**config.mk**
```make
export PLATFORM = sky130hd
export DESIGN_NAME = mems_spi_master_flat
export DESIGN_NICKNAME = d
export VERILOG_FILES = /design/src/rtl/mems_spi_if.sv /design/src/rtl/mems_spi_master.sv /design/src/flat_wrapper.sv
export SDC_FILE = /design/constraint.sdc
export NUM_CORES = 1
export LEC_CHECK = 0
export ABC_CLOCK_PERIOD_IN_PS = 3980
export BUFFER_PORTS_ARGS = -buffer_cell sky130_fd_sc_hd__buf_4
export CAP_MARGIN = 20
export CELL_PAD_IN_SITES_DETAIL_PLACEMENT = 1
export CELL_PAD_IN_SITES_GLOBAL_PLACEMENT = 2
export CORE_MARGIN = 1.5
export CORE_UTILIZATION = 25
export DETAILED_ROUTE_END_ITERATION = 8
export GPL_TIMING_DRIVEN = 0
export PLACE_DENSITY_LB_ADDON = 0.1
export SLEW_MARGIN = 0
export SYNTH_ARGS = -nofsm -noshare
export SYNTH_HDL_FRONTEND = slang
export SYNTH_SLANG_ARGS = --single-unit
```
**constraint.sdc**
```tcl
create_clock -name clk -period 3.98 [get_ports clk]
set_input_delay 0.199 -clock clk [delete_from_list [all_inputs] [get_ports clk]]
set_output_delay 0.199 -clock clk [all_outputs]
set_load 0.02 [all_outputs]
```
**src/rtl/mems_spi_if.sv**
```systemverilog
// Controller-side handshake (start/busy/word) and DAC pin bundle for mems_spi_master.
// The readback signals are only meaningful when MEMS_SPI_READBACK_EN is defined.
interface mems_spi_if #(
  parameter int unsigned DATA_WIDTH = 24
) ();
  logic                  start;
  logic [DATA_WIDTH-1:0] data_in;
  logic                  busy;
  logic                  spi_cs_n;
  logic                  spi_sclk;
  logic                  spi_mosi;
  logic                  spi_miso;
  logic [DATA_WIDTH-1:0] rx_data;
  logic                  rx_valid;

  modport slave (
    input  start, data_in, spi_miso,
    output busy, spi_cs_n, spi_sclk, spi_mosi, rx_data, rx_valid
  );

  modport master (
    output start, data_in, spi_miso,
    input  busy, spi_cs_n, spi_sclk, spi_mosi, rx_data, rx_valid
  );
endinterface

```
**src/rtl/mems_spi_master.sv**
```systemverilog
// MSB-first SPI frame transmitter for the quad MEMS DAC (SYNC/SCLK/DIN), one word per start.
// Optional MISO readback capture is enabled by defining MEMS_SPI_READBACK_EN.
module mems_spi_master #(
  parameter int unsigned DATA_WIDTH = 24,
  parameter int unsigned CLK_DIV    = 4,
  parameter int unsigned GAP_CYCLES = 4,
  parameter int unsigned LOAD_DELAY = 1
) (
  input  logic      clk,
  input  logic      rst,
  mems_spi_if.slave bus_if
);

  localparam int unsigned BIT_W     = (DATA_WIDTH > 1) ? $clog2(DATA_WIDTH) : 1;
  localparam logic [7:0]  HALF_LAST = 8'(CLK_DIV - 1);
  localparam logic [7:0]  GAP_LAST  = 8'(GAP_CYCLES - 1);

  if (DATA_WIDTH < 2) begin : g_bad_width
    $error("mems_spi_master: DATA_WIDTH must be at least 2");
  end
  if (CLK_DIV < 1 || CLK_DIV > 255) begin : g_bad_div
    $error("mems_spi_master: CLK_DIV must be in 1..255");
  end
  if (GAP_CYCLES > 255) begin : g_bad_gap
    $error("mems_spi_master: GAP_CYCLES must be in 0..255");
  end
  if (LOAD_DELAY > 1) begin : g_bad_load
    $error("mems_spi_master: LOAD_DELAY must be 0 or 1");
  end

  typedef enum logic [2:0] {S_IDLE, S_LOAD, S_SHIFT, S_HOLD, S_GAP} state_t;

  state_t                state_q, state_d;
  logic                  busy_q, busy_d;
  logic                  cs_n_q, cs_n_d;
  logic                  sclk_q, sclk_d;
  logic                  mosi_q, mosi_d;
  logic [DATA_WIDTH-1:0] tx_sh_q, tx_sh_d;
  logic [BIT_W-1:0]      bit_cnt_q, bit_cnt_d;
  logic [7:0]            hcnt_q, hcnt_d;

  logic capture_c;
  logic half_done_c;
  logic rise_c;
  logic last_c;

  // Capture edge Ec: straight from IDLE when LOAD_DELAY is 0, else one cycle later from LOAD.
  assign capture_c   = (state_q == S_LOAD) ||
                       ((state_q == S_IDLE) && bus_if.start && (LOAD_DELAY == 0));
  assign half_done_c = (hcnt_q == HALF_LAST);
  assign rise_c      = (state_q == S_SHIFT) && half_done_c && !sclk_q;
  assign last_c      = rise_c && (bit_cnt_q == '0);

  always_comb begin
    state_d   = state_q;
    busy_d    = busy_q;
    cs_n_d    = cs_n_q;
    sclk_d    = sclk_q;
    mosi_d    = mosi_q;
    tx_sh_d   = tx_sh_q;
    bit_cnt_d = bit_cnt_q;
    hcnt_d    = hcnt_q;
    case (state_q)
      S_IDLE: begin
        if (bus_if.start) begin
          busy_d = 1'b1;
          if (LOAD_DELAY != 0) state_d = S_LOAD;
        end
      end
      S_LOAD: state_d = S_SHIFT;
      S_SHIFT: begin
        if (half_done_c) begin
          hcnt_d = '0;
          sclk_d = ~sclk_q;
          if (last_c) begin
            mosi_d  = 1'b0;
            state_d = S_HOLD;
          end else if (rise_c) begin
            bit_cnt_d = bit_cnt_q - 1'b1;
            tx_sh_d   = tx_sh_q << 1;
            mosi_d    = tx_sh_q[DATA_WIDTH-2];
          end
        end else begin
          hcnt_d = hcnt_q + 8'd1;
        end
      end
      S_HOLD: begin
        if (half_done_c) begin
          hcnt_d = '0;
          cs_n_d = 1'b1;
          if (GAP_CYCLES == 0) begin
            busy_d  = 1'b0;
            state_d = S_IDLE;
          end else begin
            state_d = S_GAP;
          end
        end else begin
          hcnt_d = hcnt_q + 8'd1;
        end
      end
      S_GAP: begin
        if (hcnt_q == GAP_LAST) begin
          hcnt_d  = '0;
          busy_d  = 1'b0;
          state_d = S_IDLE;
        end else begin
          hcnt_d = hcnt_q + 8'd1;
        end
      end
      default: state_d = S_IDLE;
    endcase
    if (capture_c) begin
      tx_sh_d   = bus_if.data_in;
      mosi_d    = bus_if.data_in[DATA_WIDTH-1];
      cs_n_d    = 1'b0;
      hcnt_d    = '0;
      bit_cnt_d = BIT_W'(DATA_WIDTH - 1);
      state_d   = S_SHIFT;
    end
  end

  always_ff @(posedge clk or negedge rst) begin
    if (!rst) begin
      state_q   <= S_IDLE;
      busy_q    <= 1'b0;
      cs_n_q    <= 1'b1;
      sclk_q    <= 1'b1;
      mosi_q    <= 1'b0;
      tx_sh_q   <= '0;
      bit_cnt_q <= '0;
      hcnt_q    <= '0;
    end else begin
      state_q   <= state_d;
      busy_q    <= busy_d;
      cs_n_q    <= cs_n_d;
      sclk_q    <= sclk_d;
      mosi_q    <= mosi_d;
      tx_sh_q   <= tx_sh_d;
      bit_cnt_q <= bit_cnt_d;
      hcnt_q    <= hcnt_d;
    end
  end

  assign bus_if.busy     = busy_q;
  assign bus_if.spi_cs_n = cs_n_q;
  assign bus_if.spi_sclk = sclk_q;
  assign bus_if.spi_mosi = mosi_q;

`ifdef MEMS_SPI_READBACK_EN
  logic [DATA_WIDTH-1:0] rx_sh_q, rx_sh_d;
  logic [DATA_WIDTH-1:0] rx_data_q, rx_data_d;
  logic                  rx_valid_q, rx_valid_d;

  // MISO is sampled on SCLK rising edges; the last sample completes the word at HOLD entry.
  always_comb begin
    rx_sh_d    = rx_sh_q;
    rx_data_d  = rx_data_q;
    rx_valid_d = 1'b0;
    if (capture_c) rx_sh_d = '0;
    if (rise_c) begin
      rx_sh_d = {rx_sh_q[DATA_WIDTH-2:0], bus_if.spi_miso};
      if (last_c) begin
        rx_data_d  = rx_sh_d;
        rx_valid_d = 1'b1;
      end
    end
  end

  always_ff @(posedge clk or negedge rst) begin
    if (!rst) begin
      rx_sh_q    <= '0;
      rx_data_q  <= '0;
      rx_valid_q <= 1'b0;
    end else begin
      rx_sh_q    <= rx_sh_d;
      rx_data_q  <= rx_data_d;
      rx_valid_q <= rx_valid_d;
    end
  end

  assign bus_if.rx_data  = rx_data_q;
  assign bus_if.rx_valid = rx_valid_q;
`else
  logic unused_miso;
  assign unused_miso     = bus_if.spi_miso;
  assign bus_if.rx_data  = '0;
  assign bus_if.rx_valid = 1'b0;
`endif

endmodule

```
**src/flat_wrapper.sv**
```systemverilog
// flat-port wrapper written by rule: the top's interface ports become plain ports
module mems_spi_master_flat 
#(
  parameter int unsigned DATA_WIDTH = 24,
  parameter int unsigned CLK_DIV    = 4,
  parameter int unsigned GAP_CYCLES = 4,
  parameter int unsigned LOAD_DELAY = 1
)
  (clk, rst, bus_if_start, bus_if_data_in, bus_if_spi_miso, bus_if_busy, bus_if_spi_cs_n, bus_if_spi_sclk, bus_if_spi_mosi, bus_if_rx_data, bus_if_rx_valid);
  mems_spi_if #(.DATA_WIDTH(DATA_WIDTH)) bus_if_i ();
  input  logic clk;
  input  logic rst;
  input wire logic [$bits(bus_if_i.start)-1:0] bus_if_start;
  input wire logic [$bits(bus_if_i.data_in)-1:0] bus_if_data_in;
  input wire logic [$bits(bus_if_i.spi_miso)-1:0] bus_if_spi_miso;
  output wire logic [$bits(bus_if_i.busy)-1:0] bus_if_busy;
  output wire logic [$bits(bus_if_i.spi_cs_n)-1:0] bus_if_spi_cs_n;
  output wire logic [$bits(bus_if_i.spi_sclk)-1:0] bus_if_spi_sclk;
  output wire logic [$bits(bus_if_i.spi_mosi)-1:0] bus_if_spi_mosi;
  output wire logic [$bits(bus_if_i.rx_data)-1:0] bus_if_rx_data;
  output wire logic [$bits(bus_if_i.rx_valid)-1:0] bus_if_rx_valid;
  assign bus_if_i.start = bus_if_start;
  assign bus_if_i.data_in = bus_if_data_in;
  assign bus_if_i.spi_miso = bus_if_spi_miso;
  assign bus_if_busy = bus_if_i.busy;
  assign bus_if_spi_cs_n = bus_if_i.spi_cs_n;
  assign bus_if_spi_sclk = bus_if_i.spi_sclk;
  assign bus_if_spi_mosi = bus_if_i.spi_mosi;
  assign bus_if_rx_data = bus_if_i.rx_data;
  assign bus_if_rx_valid = bus_if_i.rx_valid;
  mems_spi_master #(.DATA_WIDTH(DATA_WIDTH), .CLK_DIV(CLK_DIV), .GAP_CYCLES(GAP_CYCLES), .LOAD_DELAY(LOAD_DELAY)) u_core (.clk(clk), .rst(rst), .bus_if(bus_if_i));
endmodule
```
# Word-level counts from Yosys, hierarchy flattened
# Index checks and enable logic that the tools add are counted.
word_totals:
  ff_bits: 43
  inputBits: 28
  output_inout_bits: 29
  wordCells: 75
classes:
  addsub: 2
  eq_ne: 13
  muxes: 31
  n_bitwise: 1
  n_reduce_logical: 20
op_table:
  columns: ["op", "n"]
  rows:
  - ["23-bit two-way mux", 5]
  - ["5-bit two-way mux", 5]
  - ["8-bit two-way mux", 3]
  - ["3-bit two-way mux", 6]
  - ["3-bit by 1-bit inequality test with 1-bit output (second input constant)", 4]
  - ["3-bit case mux with 4 select lines", 1]
  - ["2-bit nonzero test", 6]
  - ["1-bit two-way mux", 10]
  - ["8-bit by 1-bit adder with 8-bit output (second input constant)", 1]
  - ["8-bit by 2-bit == test with 1-bit output (second input constant)", 1]
  - ["3-bit by 2-bit == test with 1-bit output (second input constant)", 2]
  - ["3-bit AND reduction", 2]
  - ["5-bit zero test", 1]
  - ["5-bit AND reduction", 1]
  - ["5-bit by 1-bit subtractor with 5-bit output (second input constant)", 1]
  - ["2-bit by 1-bit inequality test with 1-bit output (second input constant)", 2]
  - ["2-bit AND reduction", 2]
  - ["4-bit AND reduction", 1]
  - ["3-bit by 1-bit == test with 1-bit output (second input constant)", 1]
  - ["3-bit == test (second input constant)", 1]
  - ["1-bit logical AND", 3]
  - ["3-bit zero test", 1]
  - ["3-bit by 2-bit inequality test with 1-bit output (second input constant)", 1]
  - ["3-bit nonzero test", 1]
  - ["5 further kinds", 5]

# Longest topological paths before layout
# Gate-level depths: netlist of the first run.
depth:
  depth_word: 8
  ltp_mapped: 7
  depth_no_buf: 6

# Worst setup path after synthesis of the first run
# No wires, ideal clock.
synth_timing:
  path_kind: "register -> register"
  startpoint: "register u_core.hcnt_q[0]"
  endpoint: "register u_core.tx_sh_q[10]"
  setup_time_ns: 0.118
  t_arrival_ns: 1.928
  required_ns: 3.862
  path_slack_ns: 1.934
  path_stages_with_launch: 7
  n_path_buf: 1
  period_less_slack_ns: 2.046
  path_cell_list: "dfrtp_1 > ha_1 > or3b_2 > nor4b_4 > nor2_2 > buf_2 > a21o_1"
synth_between:
  elab_chain_len: 6
  elab_cells_between_ends: 8
  classes_between: "eq/ne (2); reduce/logical (6)"
synth_lines:
  columns: ["element", "line", "rtl"]
  rows:
  - ["start, declared", "mems_spi_master.sv:40", "logic [7:0] hcnt_q, hcnt_d;"]
  - ["start signal, assigned", "mems_spi_master.sv:140", "hcnt_q <= hcnt_d;"]
  - ["8-bit by 2-bit == test with 1-bit output *", "mems_spi_master.sv:50", "assign half_done_c = (hcnt_q == HALF_LAST);"]
  - ["1-bit logical AND (2 in series)", "mems_spi_master.sv:51", "assign rise_c = (state_q == S_SHIFT) && half_done_c && !sclk_q;"]
  - ["1-bit logical AND", "mems_spi_master.sv:52", "assign last_c = rise_c && (bit_cnt_q == '0);"]
  - ["2-bit by 1-bit inequality test with 1-bit output (no line)", null, null]
  - ["4-bit AND reduction (no line) *", null, null]
  - ["end signal, assigned", "mems_spi_master.sv:138", "tx_sh_q <= tx_sh_d;"]
  - ["end, declared", "mems_spi_master.sv:38", "logic [DATA_WIDTH-1:0] tx_sh_q, tx_sh_d;"]
# Mark *: on every way between the ends. The rest lies on a longest branch, timed or not.
# A chain may end at the register's enable or synchronous reset.

# Worst setup path after layout of the first run
layout_timing:
  startpoint: "register u_core.hcnt_q[0]"
  endpoint: "register u_core.tx_sh_q[4]"
# Same word-level chain as after synthesis.

==> run_results.csv, run 1 <==
group,metric,value,unit
run_status,run_status,"finished, violations left",
run_status,violations,"DRC",
power,irDropWorstVdd,0.109,mV
drt,wirelength,5460,microns
power,power.share.clock,40.2,%
sta,period_share,60.1,%
grt,antenna_found_initial,0,
placement,post_dp_cell_area,0.00274,sq mm
cells_and_area,final_area,0.00286,sq mm
drt,drt_first_pass_iters,8,
power,internal-power,0.000672,W
sta,setup_tns,0,ns
clock_network,cts_root_buf,"clkbuf_8",
die,start_util,26.0,%
job,cap_violations,0,
synth,async_flop_share,100,%
clock_network,clkTransAtPathRegs,0.09,ns
die,rows,34,
die,io-pin-count,57,
grt,grt_pass1_wl,9320,microns
grt,grtUsageTotal,11.9,%
synth,synth_top_area_share,44.9,%
cells_and_area,layout_commonest_cell,"buf_4",
sta,finalHoldViolations,0,
synth,synth_ff_type,"dfrtp_1",
grt,grt_max_degree,44,
worst_setup_path,crit_path_max_incr_delay,0.54,ns
worst_setup_path,crit_fanout,10,
synth,synth_edf_count,0,
die,die_height,98.6,microns
drt,routedWlPerCell,14.0,microns
drt,detailroute.wirelength.met3,249,microns
sta,report.final.setup_viol,0,
die,die-area,0.00973,sq mm
synth,synth.largest_area_cell,"dfrtp_1",
drt,met1_length,2610,microns
cells_and_area,diodes,0,
power,seq_power_share,50.9,%
clock_network,cts.sinks,43,
worst_setup_path,crit_arrival,2.58,ns
worst_setup_path,critPathKind,"register to register",
cells_and_area,final_cells,389,
power,p_comb_share,8.9,%
drt,drc,5,
sta,rsz0062_at_grt,"no",
power,pwr_density_cell,310,mW/mm^2
worst_setup_path,crit_chain,"ha_1, or3b_2, nor4b_4, nor2_2, buf_2, a21o_1",
drt,postRouteAntennaNets,0,
power,switching_share,24.1,%
drt,met2_length,2570,microns
sta,max_freq,418,MHz
placement,io_buffers,30,
min_path,hp-class,"input pin to register",
clock_network,cts_setup_buffers,0,
drt,avgViaCountPerCell,4.59,
worst_setup_path,cp_data_required_time,4.17,ns
synth,ys_ff_latch,43,
sta,finClkSkew,0.00983,ns
clock_network,cts_tree,"built",
worst_setup_path,slowest_stage,"nor4b_4",
synth,syn_inst,218,
clock_network,cts_buffers,5,
cells_and_area,multiInputGateArea,0.00102,sq mm
cells_and_area,fillers,1036,
drt,highest_layer,"met4",
placement,dp.final_hpwl,3820,microns
die,core_area,0.00881,sq mm
die,die_w,98.6,microns
cells_and_area,drive_gt1_share,27.8,%
synth,synth_area_per_cell,10.5,sq um
worst_setup_path,end_kind,"register",
drt,vias,1784,
synth,synthTopCellsByArea,"dfrtp_1, buf_4, a22o_1",
cells_and_area,layout_common_cells,"buf_4, dfrtp_1, conb_1, a22o_1, a21o_1",
worst_setup_path,startpoint_type,"register",
placement,gp_congestion,0.755,
sta,maxSlewHeadroom,48.8,%
synth,ys_types,43,
grt,grt_overflow,0,
sta,fin_ws,1.59,ns
synth,synth_seq_area_share,47.2,%
cells_and_area,synthToLayoutAreaGrowth,25.1,%
sta,fin_crit,2.39,ns
synth,yosysWarnings,0,
sta,tightest_slew,0.757,ns
cells_and_area,seq_area,0.00108,sq mm
synth,synth.cell_area,0.00229,sq mm
drt,drtIter0Drc,32,
placement,dp_worst_setup_slack,1.57,ns
power,total_power,0.000886,W
sta,finalMaxSlewViolations,0,
clock_network,clock_path_buffers,2,
power,p_leak,1.47,nW
cells_and_area,fin_nets,311,
worst_setup_path,r2r_slack,1.59,ns
clock_network,cts_max_level,2,
clock_network,clock_latency,0.30,ns
power,switchingPower,0.000214,W
grt,first_global_vias,1834,
placement,place_inst,380,
[synth_stat cells (2+ instances only)]
master and count:
dfrtp_1 41, buf_4 26, a22o_1 21, a21o_1 20, nor2_1 12, nand2_1 9
a21oi_1 7, and3_1 5, inv_1 5, nand3_1 5, xor2_1 5, clkbuf_1 4
nor3_1 4, a31oi_1 3, and4_1 3, buf_2 3, buf_6 3, ha_1 3
nand4_1 3, o21ai_0 3, o21ai_1 3, o31ai_1 3, or3_1 3, dfstp_2 2
nand2b_1 2, or3b_2 2, xnor2_1 2
[per-stage QoR]
stage          utilization (%)  hold WS [ns]
3_5_place_dp              31.1         0.255
4_1_cts                   32.5        0.0925
2_1_floorplan                -       -0.0966
6_report                  32.5         0.101
3_3_place_gp              31.1         0.256
5_1_grt                   32.5         0.103
[critical path, delay by kind of cell (launching register included)]
family                   cells  cell delay [ns]
AO/OA/AOI/OAI                1             0.19
adder cells (fa/ha/maj)      1             0.30
buffers and inverters        1             0.21
flip-flops                   1             0.44
AND/OR/NAND/NOR              3             1.14
[power by group through the flow]
stage	logic [W]	registers [W]	clock network (W)
after floorplan	0.0000465	0.000459	0
after global placement	0.0000790	0.000460	0
after detailed placement	0.0000791	0.000460	0
after CTS	0.0000800	0.000451	0.000372
after global routing	0.0000866	0.000453	0.000384
final	0.0000791	0.000451	0.000356
[routing by layer]
metal / GRT usage [%] / vias to the layer above
met2: 19.2 / 39
met3: 2.34 / 4
met1: 16.4 / 883
li1: - / 858
met5: 0 / -
met4: 2.97 / 0
[state kept, by name, indices dropped and copies added (netlist names)]
signal / cells
u_core.state_q: 3
u_core.bit_cnt_q: 5
u_core.bus_if.spi_cs_n: 1
u_core.bus_if.busy: 1
u_core.tx_sh_q: 23
u_core.bus_if.spi_sclk: 1
u_core.hcnt_q: 8
u_core.bus_if.spi_mosi: 1
[final timing paths]
path                                     from                  end  cells past startpoint
max                          u_core.hcnt_q[0]    u_core.tx_sh_q[4]                      6
min                         bus_if_data_in[0]    u_core.tx_sh_q[0]                      3
max reg2reg                  u_core.hcnt_q[0]    u_core.tx_sh_q[4]                      6
min reg2reg                u_core.tx_sh_q[20]   u_core.tx_sh_q[20]                      1
max in group asynchronous                 rst     u_core.hcnt_q[2]                      2
min in group asynchronous                 rst  u_core.bit_cnt_q[0]                      2
[what timing repair did]
item | in CTS | in global routing
endpoints found under the hold margin | 41 | 0
gates resized for setup | 0 | 0
hold buffers | 1 | 0
[cells by family (layout without fill, tap and decap cells)]
group,after synthesis,after routing,synth area share (%)
compound gates,65,65,21.2
buf+inv,42,81,12.3
flops,43,43,47.2
other cells,1,25,0.164
fa+ha+maj,3,3,1.64
simple gates,56,56,14.4
mux,1,1,0.438
xor+xnor,7,7,2.68
[cell type report]
class | count | share of cell area, %
buffer | 37 | 9.19
clock buffer | 5 | 2.41
clock inverter | 3 | 1.53
inverter | 5 | 0.656
multi-input combinational | 157 | 35.5
sequential | 43 | 37.7
tap | 108 | 4.73
timing repair buffer | 31 | 8.23
Note: power is estimated with default switching activity, not from simulation.
==> run 2: changes to the inputs <==
- ABC_CLOCK_PERIOD_IN_PS: 3980 -> 2500
- clock period: 3.98 -> 2.5 ns (I/O delays scaled with it)
==> run 2 against run 1 <==
Net effect: die area did not move; via count up 0.28%; worst setup slack got worse by 1.3 ns; maximum frequency increased by 7.8%; global-route usage unchanged; total power increased by 59%; routed wire length is 0.42% higher; core utilization increased by 0.085 points; cell count increased by 0.26%; sequential share of layout area fell by 0.099 points; highest routed layer unchanged; the flow still finishes with violations (DRC); critical path depth grew 1.
==> run_results.csv, run 2 (same netlist as run 1, synthesis figures left out) <==
group,metric,value,unit
sta,max_freq,451,MHz
cells_and_area,largest_reg_flops,23,
drt,met1_length,2620,microns
run_status,violations,"DRC",
cells_and_area,drive_gt1_share,28.0,%
worst_setup_path,end_kind,"register",
drt,wirelength,5490,microns
clock_network,clock_path_buffers,2,
die,io-pin-count,57,
drt,drtIter0Drc,34,
drt,routedWlPerCell,14.1,microns
worst_setup_path,r2r-start,"u_core.hcnt_q[0]",
power,pwr_density_cell,492,mW/mm^2
cells_and_area,largest_registers,"u_core.tx_sh_q (23), u_core.hcnt_q (8), u_core.bit_cnt_q (5)",
job,cap_violations,0,
drt,highest_layer,"met4",
cells_and_area,diodes,0,
grt,grt_max_degree,44,
placement,dp.final_hpwl,3820,microns
clock_network,cts_buffers,5,
min_path,hp-class,"input pin to register",
cells_and_area,layout_common_cells,"buf_4, dfrtp_1, conb_1, a22o_1, a21o_1",
die,die-area,0.00973,sq mm
run_status,run_status,"finished, violations left",
cells_and_area,synthToLayoutAreaGrowth,25.4,%
die,die_w,98.6,microns
cells_and_area,fin_nets,312,
worst_setup_path,r2r_slack,0.28,ns
cells_and_area,max_flop_register,"u_core.tx_sh_q",
sta,setup_tns,0,ns
clock_network,clock_latency,0.30,ns
sta,period_share,88.7,%
sta,finalHoldViolations,0,
worst_setup_path,cp-startpoint,"u_core.hcnt_q[0]",
drt,avgViaCountPerCell,4.59,
placement,io_buffers,30,
die,core_area,0.00881,sq mm
die,start_util,26.0,%
worst_setup_path,cp_data_required_time,2.69,ns
power,irDropWorstVdd,0.173,mV
clock_network,ctsResizeCount,0,
sta,rsz0062_at_grt,"no",
die,rows,34,
min_path,hp-start,"bus_if_data_in[0]",
clock_network,cts_root_buf,"clkbuf_8",
grt,grt_overflow,0,
placement,gp_congestion,0.755,
worst_setup_path,crit_fanout,10,
grt,grtUsageTotal,11.9,%
placement,dp_worst_setup_slack,0.0939,ns
sta,maxSlewHeadroom,48.0,%
grt,first_global_vias,1834,
sta,report.final.setup_viol,0,
cells_and_area,layout_commonest_cell,"buf_4",
power,p_leak,1.48,nW
sta,fin_ws,0.283,ns
sta,finalMaxSlewViolations,0,
worst_setup_path,startpoint_type,"register",
cells_and_area,fillers,1037,
drt,vias,1789,
drt,detailroute.wirelength.met3,250,microns
sta,tightest_slew,0.769,ns
sta,fin_crit,2.22,ns
worst_setup_path,crit_arrival,2.41,ns
drt,met2_length,2580,microns
grt,grt_pass1_wl,9320,microns
clock_network,cts_max_level,2,
sta,finClkSkew,0.00999,ns
grt,antenna_found_initial,0,
worst_setup_path,critPathKind,"register to register",
drt,drc,5,
clock_network,cts.sinks,43,
sta,hold_ws,0.0265,ns
clock_network,cts_tree,"built",
clock_network,clkTransAtPathRegs,0.09,ns
die,die_height,98.6,microns
drt,postRouteAntennaNets,0,
drt,drt_first_pass_iters,8,
-- run 2: stage by stage --
| stage | utilization [%] | total power [W] | cell area, sq um | std cells |
|---|---|---|---|---|
| detailed placement | 31.1 | 0.000858 | 2740 | 380 |
| global placement | 31.1 | 0.000858 | 2740 | 380 |
| finish | 32.6 | 0.00141 | 2870 | 390 |
| global route | 32.6 | 0.00147 | 2870 | 390 |
| CTS | 32.5 | 0.00144 | 2860 | 389 |
| floorplan | - | 0.000805 | 2380 | 242 |
-- run 2: final timing paths --
check                                      endpoint  cells after the start
worst max-delay path              u_core.tx_sh_q[4]                      7
worst min-delay path              u_core.tx_sh_q[0]                      3
worst max register to register    u_core.tx_sh_q[4]                      7
worst min register to register   u_core.tx_sh_q[20]                      1
max in group asynchronous          u_core.hcnt_q[2]                      2
min in group asynchronous       u_core.bit_cnt_q[0]                      2
-- run 2: cell type report --
| class | count | area [sq um] | share of cell area (%) |
|---|---|---|---|
| Buffer | 37 | 263 | 9.17 |
| Clock buffer | 5 | 68.8 | 2.40 |
| Clock inverter | 3 | 43.8 | 1.53 |
| Inverter | 5 | 18.8 | 0.655 |
| Multi-Input combinational cell | 157 | 1020 | 35.4 |
| Sequential cell | 43 | 1080 | 37.6 |
| Tap cell | 108 | 135 | 4.71 |
| Timing Repair Buffer | 32 | 243 | 8.47 |
-- run 2: critical path, cell delays in order, from the launching register on --
cell	delay, ns
dfrtp_1	0.44
ha_1	0.30
or3b_2	0.50
nor4b_4	0.21
buf_4	0.19
nor2_2	0.06
buf_2	0.21
a21o_1	0.19
-- run 2: repair_timing --
item | in CTS | in global routing
setup endpoints to repair | 0 | 20
hold buffers | 1 | 0
endpoints found under the hold margin | 41 | 0
setup buffers | 0 | 1
-- run 2: report_power, final --
group	internal, W	total [W]	leakage (nW)	switching, W
registers	0.000710	0.000718	0.532	0.00000834
logic	0.0000625	0.000126	0.890	0.0000634
clock network	0.000298	0.000567	0.0581	0.000268
-- run 2: metal layers --
| layer | vias up | track usage [%] |
|---|---|---|
| li1 | 861 | - |
| met1 | 885 | 16.4 |
| met2 | 39 | 19.2 |
| met3 | 4 | 2.34 |
| met4 | 0 | 2.97 |
| met5 | - | 0 |
